## config.mk

```make
export PLATFORM = sky130hd
export DESIGN_NAME = ewrapper_io_rx_deser
export DESIGN_NICKNAME = d
export VERILOG_FILES = /design/src/rtl/ewrapper_io_rx_deser.sv
export SDC_FILE = /design/constraint.sdc
export NUM_CORES = 1
export LEC_CHECK = 0
export ABC_AREA = 1
export BUFFER_PORTS_ARGS = -buffer_cell sky130_fd_sc_hd__buf_4
export CAP_MARGIN = 20
export CELL_PAD_IN_SITES_DETAIL_PLACEMENT = 1
export CELL_PAD_IN_SITES_GLOBAL_PLACEMENT = 2
export CORE_ASPECT_RATIO = 1.25
export CORE_MARGIN = 2
export CORE_UTILIZATION = 38
export CTS_CLUSTER_DIAMETER = 50
export DETAILED_ROUTE_END_ITERATION = 8
export GPL_ROUTABILITY_DRIVEN = 0
export PLACE_DENSITY = 0.81
export SKIP_CTS_REPAIR_TIMING = 1
export SLEW_MARGIN = 40
export SYNTH_ARGS = -nofsm -noshare
export SYNTH_HDL_FRONTEND = slang
export SYNTH_SLANG_ARGS = --single-unit
```

## constraint.sdc

```tcl
create_clock -name CLK_IN -period 12.8 [get_ports CLK_IN]
set_input_delay 2.56 -clock CLK_IN [delete_from_list [all_inputs] [get_ports CLK_IN]]
set_output_delay 2.56 -clock CLK_IN [all_outputs]
set_load 0.03 [all_outputs]
```

## src/rtl/ewrapper_io_rx_deser.sv

```systemverilog
// eLink RX deserializer: DDR bit pairs in, frame-aligned 8*LANES-bit words out.
// Optional build macro ELINK_RX_INVERT_EN inverts every input lane at the first stage.
module ewrapper_io_rx_deser #(
    parameter int unsigned LANES    = 9,
    parameter int unsigned ERRCNT_W = 8
) (
    input  logic                 CLK_IN,
    input  logic                 IO_RESET,
    input  logic [LANES-1:0]     rx_even,
    input  logic [LANES-1:0]     rx_odd,
    input  logic                 rx_enable,
    output logic [8*LANES-1:0]   DATA_OUT_TO_DEVICE,
    output logic                 data_valid,
    output logic                 locked,
    output logic                 slip,
    output logic [ERRCNT_W-1:0]  align_err_cnt
);

    localparam int unsigned W = 8 * LANES;
    localparam int unsigned F = LANES - 1;

    typedef enum logic [0:0] {StHunt, StLocked} state_e;

    state_e           state_q;
    logic [LANES-1:0] in_even, in_odd;
    logic [LANES-1:0] even_q, odd_q, prev_odd_q;
    logic [LANES-1:0] pair_hi, pair_lo;
    logic [1:0]       phase_q;
    logic             first_q;
    logic [W-1:0]     asm_q, word_next, hunt_word;
    logic [7:0]       byte_next [LANES];
    logic [7:0]       frame;
    logic             hunt_even, hunt_odd;

`ifdef ELINK_RX_INVERT_EN
    assign in_even = ~rx_even;
    assign in_odd  = ~rx_odd;
`else
    assign in_even = rx_even;
    assign in_odd  = rx_odd;
`endif

    // With slip set, a word starts on the odd UI: pair the held odd bit with the new even bit.
    assign pair_hi = slip ? prev_odd_q : even_q;
    assign pair_lo = slip ? even_q     : odd_q;

    for (genvar i = 0; i < LANES; i++) begin : g_lane
        always_comb begin
            byte_next[i] = asm_q[8*i +: 8];
            case (phase_q)
                2'd0:    byte_next[i][7:6] = {pair_hi[i], pair_lo[i]};
                2'd1:    byte_next[i][5:4] = {pair_hi[i], pair_lo[i]};
                2'd2:    byte_next[i][3:2] = {pair_hi[i], pair_lo[i]};
                default: byte_next[i][1:0] = {pair_hi[i], pair_lo[i]};
            endcase
        end
        assign word_next[8*i +: 8] = byte_next[i];
        assign hunt_word[8*i +: 8] = {even_q[i], odd_q[i], 6'b0};
    end

    assign frame     = word_next[W-1 -: 8];
    assign hunt_even = ~prev_odd_q[F] & even_q[F];
    assign hunt_odd  = ~even_q[F] & odd_q[F];
    assign locked    = (state_q == StLocked);

    always_ff @(posedge CLK_IN or posedge IO_RESET) begin
        if (IO_RESET) begin
            even_q             <= '0;
            odd_q              <= '0;
            prev_odd_q         <= '0;
            state_q            <= StHunt;
            phase_q            <= 2'd0;
            first_q            <= 1'b0;
            asm_q              <= '0;
            DATA_OUT_TO_DEVICE <= '0;
            data_valid         <= 1'b0;
            slip               <= 1'b0;
            align_err_cnt      <= '0;
        end else begin
            even_q     <= in_even;
            odd_q      <= in_odd;
            prev_odd_q <= odd_q;
            data_valid <= 1'b0;
            if (!rx_enable) begin
                state_q <= StHunt;
                phase_q <= 2'd0;
            end else begin
                case (state_q)
                    StHunt: begin
                        // Even-UI rise: the current pair already holds bits 7/6.
                        if (hunt_even) begin
                            slip    <= 1'b0;
                            asm_q   <= hunt_word;
                            phase_q <= 2'd1;
                            first_q <= 1'b1;
                            state_q <= StLocked;
                        end else if (hunt_odd) begin
                            slip    <= 1'b1;
                            phase_q <= 2'd0;
                            first_q <= 1'b1;
                            state_q <= StLocked;
                        end
                    end
                    default: begin
                        asm_q   <= word_next;
                        phase_q <= phase_q + 2'd1;
                        if (phase_q == 2'd3) begin
                            DATA_OUT_TO_DEVICE <= word_next;
                            first_q            <= 1'b0;
                            if (frame == 8'h00) begin
                                state_q <= StHunt;
                                phase_q <= 2'd0;
                            end else if (frame == 8'hFF || (first_q && frame[7])) begin
                                data_valid <= 1'b1;
                            end else begin
                                data_valid <= 1'b1;
                                if (align_err_cnt != '1) begin
                                    align_err_cnt <= align_err_cnt + ERRCNT_W'(1);
                                end
                                state_q <= StHunt;
                                phase_q <= 2'd0;
                            end
                        end
                    end
                endcase
            end
        end
    end

endmodule

```

=== Yosys cells after proc, flatten, opt, wreduce, memory -nomap -nowiden ===
Index checks and enable logic that the tools add are counted.
Widths: inputs -> output; s select.

* Output and inout port bits: 83
* Logic and storage cells: 103
* Register bits: 185
* Input port bits: 21

* Add/subtract/negate cells: 2
* Eq/ne operators: 7
* Mux-type cells: 63
* Reduce and logical (&&, ||, !) cells: 13
* Bitwise logic cells: 7

{| class="wikitable"
|+ Operators with widths
! kind !! count
|-
| $mux 72 || 2
|-
| $mux 2 || 43
|-
| $mux 9 || 2
|-
| $mux 1 || 16
|-
| $reduce_and 3->1 || 3
|-
| $add 8x1->8 const B || 1
|-
| $eq 8x8->1 const B || 1
|-
| $logic_not 8->1 || 1
|-
| $ne 8x8->1 const B || 1
|-
| $reduce_and 6->1 || 1
|-
| $not 1->1 || 5
|-
| $eq 2x2->1 const B || 2
|-
| $ne 4x1->1 const B || 1
|-
| $reduce_bool 2->1 || 2
|-
| $reduce_bool 3->1 || 1
|-
| $reduce_or 3->1 || 1
|-
| $add 2x1->2 const B || 1
|-
| $and 1x1->1 || 2
|-
| $eq 2x1->1 const B || 1
|-
| $logic_not 2->1 || 1
|-
| $ne 2x1->1 const B || 1
|-
| $reduce_and 2->1 || 1
|-
| $logic_and 1x1->1 || 1
|-
| $logic_or 1x1->1 || 1
|}

=== Depth between registers and ports, before layout ===
* Depth after elaboration: 10
* Depth in mapped cells: 13

=== Worst setup path before layout ===
Ideal clock, no wire load.

* Path type: input to register
* From: in rx_enable
* To: reg DATA_OUT_TO_DEVICE[0]
* Stages on the path: 8
* Path slack: 9.363 ns
* Buffers on the path: 3
* Arrival time: 3.303 ns
* Path through: nand2_1 -> inv_2 -> nand2_1 -> buf_4 -> buf_2 -> buf_2 -> nand2_1 -> o21ai_0

* Word-level cells in the longest chain between the ends: 1

{| class="wikitable"
|+ RTL lines
! item !! line !! RTL
|-
| start, declared || 11 || <nowiki>input logic rx_enable,</nowiki>
|-
| $reduce_and 3->1 (no line) || -- ||
|-
| end signal, assigned || 108 || <nowiki>DATA_OUT_TO_DEVICE <= word_next;</nowiki>
|-
| end, declared || 12 || <nowiki>output logic [8*LANES-1:0] DATA_OUT_TO_DEVICE,</nowiki>
|}

No other way between the ends.
A chain may end at the register's enable or synchronous reset.

=== Worst setup path after layout ===
* From: in rx_enable
* To: reg align_err_cnt[6]

* Word-level cells in the longest chain between the ends: 1

{| class="wikitable"
|+ RTL lines
! item !! line !! RTL
|-
| $reduce_and 6->1 (no line) || -- ||
|-
| end signal, assigned || 118 || <nowiki>align_err_cnt <= align_err_cnt + ERRCNT_W'(1);</nowiki>
|-
| end, declared || 16 || <nowiki>output logic [ERRCNT_W-1:0] align_err_cnt</nowiki>
|}

No other way between the ends.

==> summary.txt <==
GRT
  – Vias in the first global route: 6431
  – Global-route wire length before repair: 33000 µm
  – Overall Global Routing Usage: 0.191
  – Initial antenna violation count: 0
  – Gr ovfl total: 0
  – Pin count of the biggest net entering global routing: 126

Place
  – Count of input and output buffers: 103
  – Half-perimeter wire length after placement: 12600 µm

Clock network
  – TritonCTS Buffers: 17
  – CTS tree: done
  – H-tree depth: 4
  – Clk slew on worst S/H paths: 0.07 ns
  – Clk root buf: clkbuf_16
  – Maximum root-to-sink buffer count: 2
  – CTS sink count: 185
  – Worst-skew pair later-pin latency: 0.43 ns

Final layout
  – Inserted Diodes: 0
  – Fillers: 2406
  – Most frequent cells in the layout: nand2_1 (251), dfrtp_1 (184), o21ai_0 (153)
  – Share of cells above drive strength 1: 0.176
  – Fin nets: 978
  – Synth-to-layout area growth: 19.2%
  – Finished Core Util: 0.464
  – Commonest non-fill, non-tap cell in the layout: nand2_1

Worst setup path
  – Crit path DAT: 5.21 ns
  – CP max stage cell: buf_4
  – CP startpoint kind: primary input
  – Crit Path Class: in -> reg
  – Worst setup EP type: flop
  – Sequence of cells on the critical path: buf_4, nand2_2, buf_4, inv_2, nand2_4, buf_4, inv_1, nand2_4, nor2_8, nand2_1, nand2_1
  – CP required: 13.11 ns
  – Crit-path max cell delay: 0.64 ns
  – CP most frequent cell: buf_4
  – Max FO, Critical Path: 74

STA
  – Fin Setup TNS: 0 ns
  – Fin crit share: 0.383
  – Max Freq: 204 MHz
  – Clk_skew: 0.0129 ns
  – Unrepaired setup endpoints after global routing: false
  – Tmin final: 4.90 ns
  – Least-Margin Pin Slew: 0.701 ns
  – Hold Violations, Final: 0
  – Setup-failing EPs final: 0
  – Final hold slack: 0.415 ns
  – Fin. max-slew vios: 0
  – Slew HR: 0.532

Min path
  – Worst Hold Class: reg -> reg

Synthesis
  – Mapped Area: 0.00786 mm²
  – YS warnings: 0
  – Syn Inst Count: 873
  – Syn Nets: 900
  – Yosys cell types: 27
  – Mean area per synthesized cell: 9.00 µm²
  – Count of state elements after synthesis: 185
  – Register area share after synthesis: 0.589

Floorplan
  – Die height: 165 µm
  – Starting Density: 0.389
  – Num ports: 104
  – Row cnt: 58
  – Core Region: 0.0202 mm²
  – Horiz. Die Dim: 133 µm
  – Full die area: 0.0219 mm²

Detailed routing
  – DR WL/cell: 16.1 µm
  – Number of DRC markers in iteration 0: 217
  – Post-route ant nets: 0
  – First drt pass iteration count: 4
  – Via count: 6050
  – Drt drc: 0
  – Post-Route WL: 19800 µm
  – Via density: 4.91

Run status
  – Status: finished clean

Power and ir drop
  – Design Power: 1.49 mW
  – Peak supply drop: 0.0973 mV
  – PD cells: 159 mW/mm²
  – Static Leak: 4.75 nW

Flow run
  – Max Cap Violations: 0
==> layout make-up <==
type	count	area (µm²)	share of cell area
flip-flops and latches	185	4630	0.494
multi-input cells	538	2650	0.282
repair buffers	109	826	0.0882
clock buffers	24	492	0.0525
inverters	100	393	0.0419
well taps	270	338	0.0361
clock inverters	6	42.5	0.00454
==> cells in the mapped netlist <==
cell type | instances | area (µm²)
buf_1 | 2 | 7.51
xor2_1 | 4 | 35.0
o21ai_1 | 8 | 40.0
nand3_2 | 4 | 40.0
buf_2 | 13 | 65.1
nand2_1 | 253 | 950
inv_2 | 7 | 26.3
clkbuf_1 | 32 | 120
a21oi_2 | 1 | 8.76
ha_1 | 6 | 75.1
dfrtp_1 | 185 | 4630
inv_6 | 1 | 8.76
o21ai_0 | 153 | 766
nor2_8 | 1 | 20.0
nand2_4 | 3 | 33.8
xnor2_1 | 2 | 17.5
nand3_4 | 1 | 17.5
buf_6 | 1 | 11.3
nand3_1 | 10 | 50.1
nor3_1 | 1 | 5.00
a32o_1 | 1 | 10.0
nand2_2 | 8 | 50.1
o22ai_1 | 57 | 357
nor2_1 | 9 | 33.8
buf_4 | 2 | 15.0
o211ai_1 | 16 | 120
inv_1 | 92 | 345
==> critical path: cells and delay by family <==
kind | cells | cell delay (ns)
buf+inv | 5 | 1.62
simple gates | 6 | 0.95
==> per-layer routing <==
metal	up-vias	routed length, µm	GRT usage
li1	2996	-	-
met1	2946	8920	0.241
met2	88	9940	0.327
met3	20	686	0.0408
met4	0	265	0.0650
met5	-	0	0
==> cell families (layout without fill, tap and decap cells) <==
family / after synthesis / after routing / share of synthesized area
flops: 185 / 185 / 0.589
xor+xnor: 6 / 6 / 0.00669
simple gates: 290 / 290 / 0.153
compound gates: 236 / 236 / 0.166
fa+ha+maj: 6 / 6 / 0.00955
buf+inv: 150 / 239 / 0.0763
==> through the flow <==
stage | instance area [µm²] | setup WS, ns | instances
global placement | 8820 | 7.47 | 1202
finish | 9370 | 7.90 | 1232
floorplan | 7860 | 5.21 | 873
CTS | 9360 | 7.88 | 1232
global route | 9370 | 7.64 | 1232
detailed placement | 8830 | 7.43 | 1202
==> where the power goes <==
part	leakage [nW]	total, mW	internal, mW	switching (mW)
clock network	0.258	0.484	0.267	0.216
registers	2.45	0.691	0.654	0.0369
logic	2.04	0.317	0.101	0.216
total	4.75	1.49	1.02	0.469
==> worst paths after layout <==
kind	from	to	slack (ns)	cells after the start
setup / recovery	rx_enable	align_err_cnt[6]	7.90	11
hold / removal	odd_q[0]	prev_odd_q[0]	0.41	0
setup reg to reg	locked	align_err_cnt[6]	9.43	10
hold reg to reg	odd_q[0]	prev_odd_q[0]	0.41	0
max in group asynchronous	IO_RESET	asm_q[26]	9.52	3
min in group asynchronous	IO_RESET	DATA_OUT_TO_DEVICE[46]	2.23	2
==> sequential cells by signal (all words and copies together), names as in the netlist, 2 cells and up <==
register / count
align_err_cnt: 8
odd_q: 9
phase_q: 2
DATA_OUT_TO_DEVICE: 72
prev_odd_q: 9
even_q: 9
asm_q: 72
Note: power is estimated with default switching activity, not from simulation.
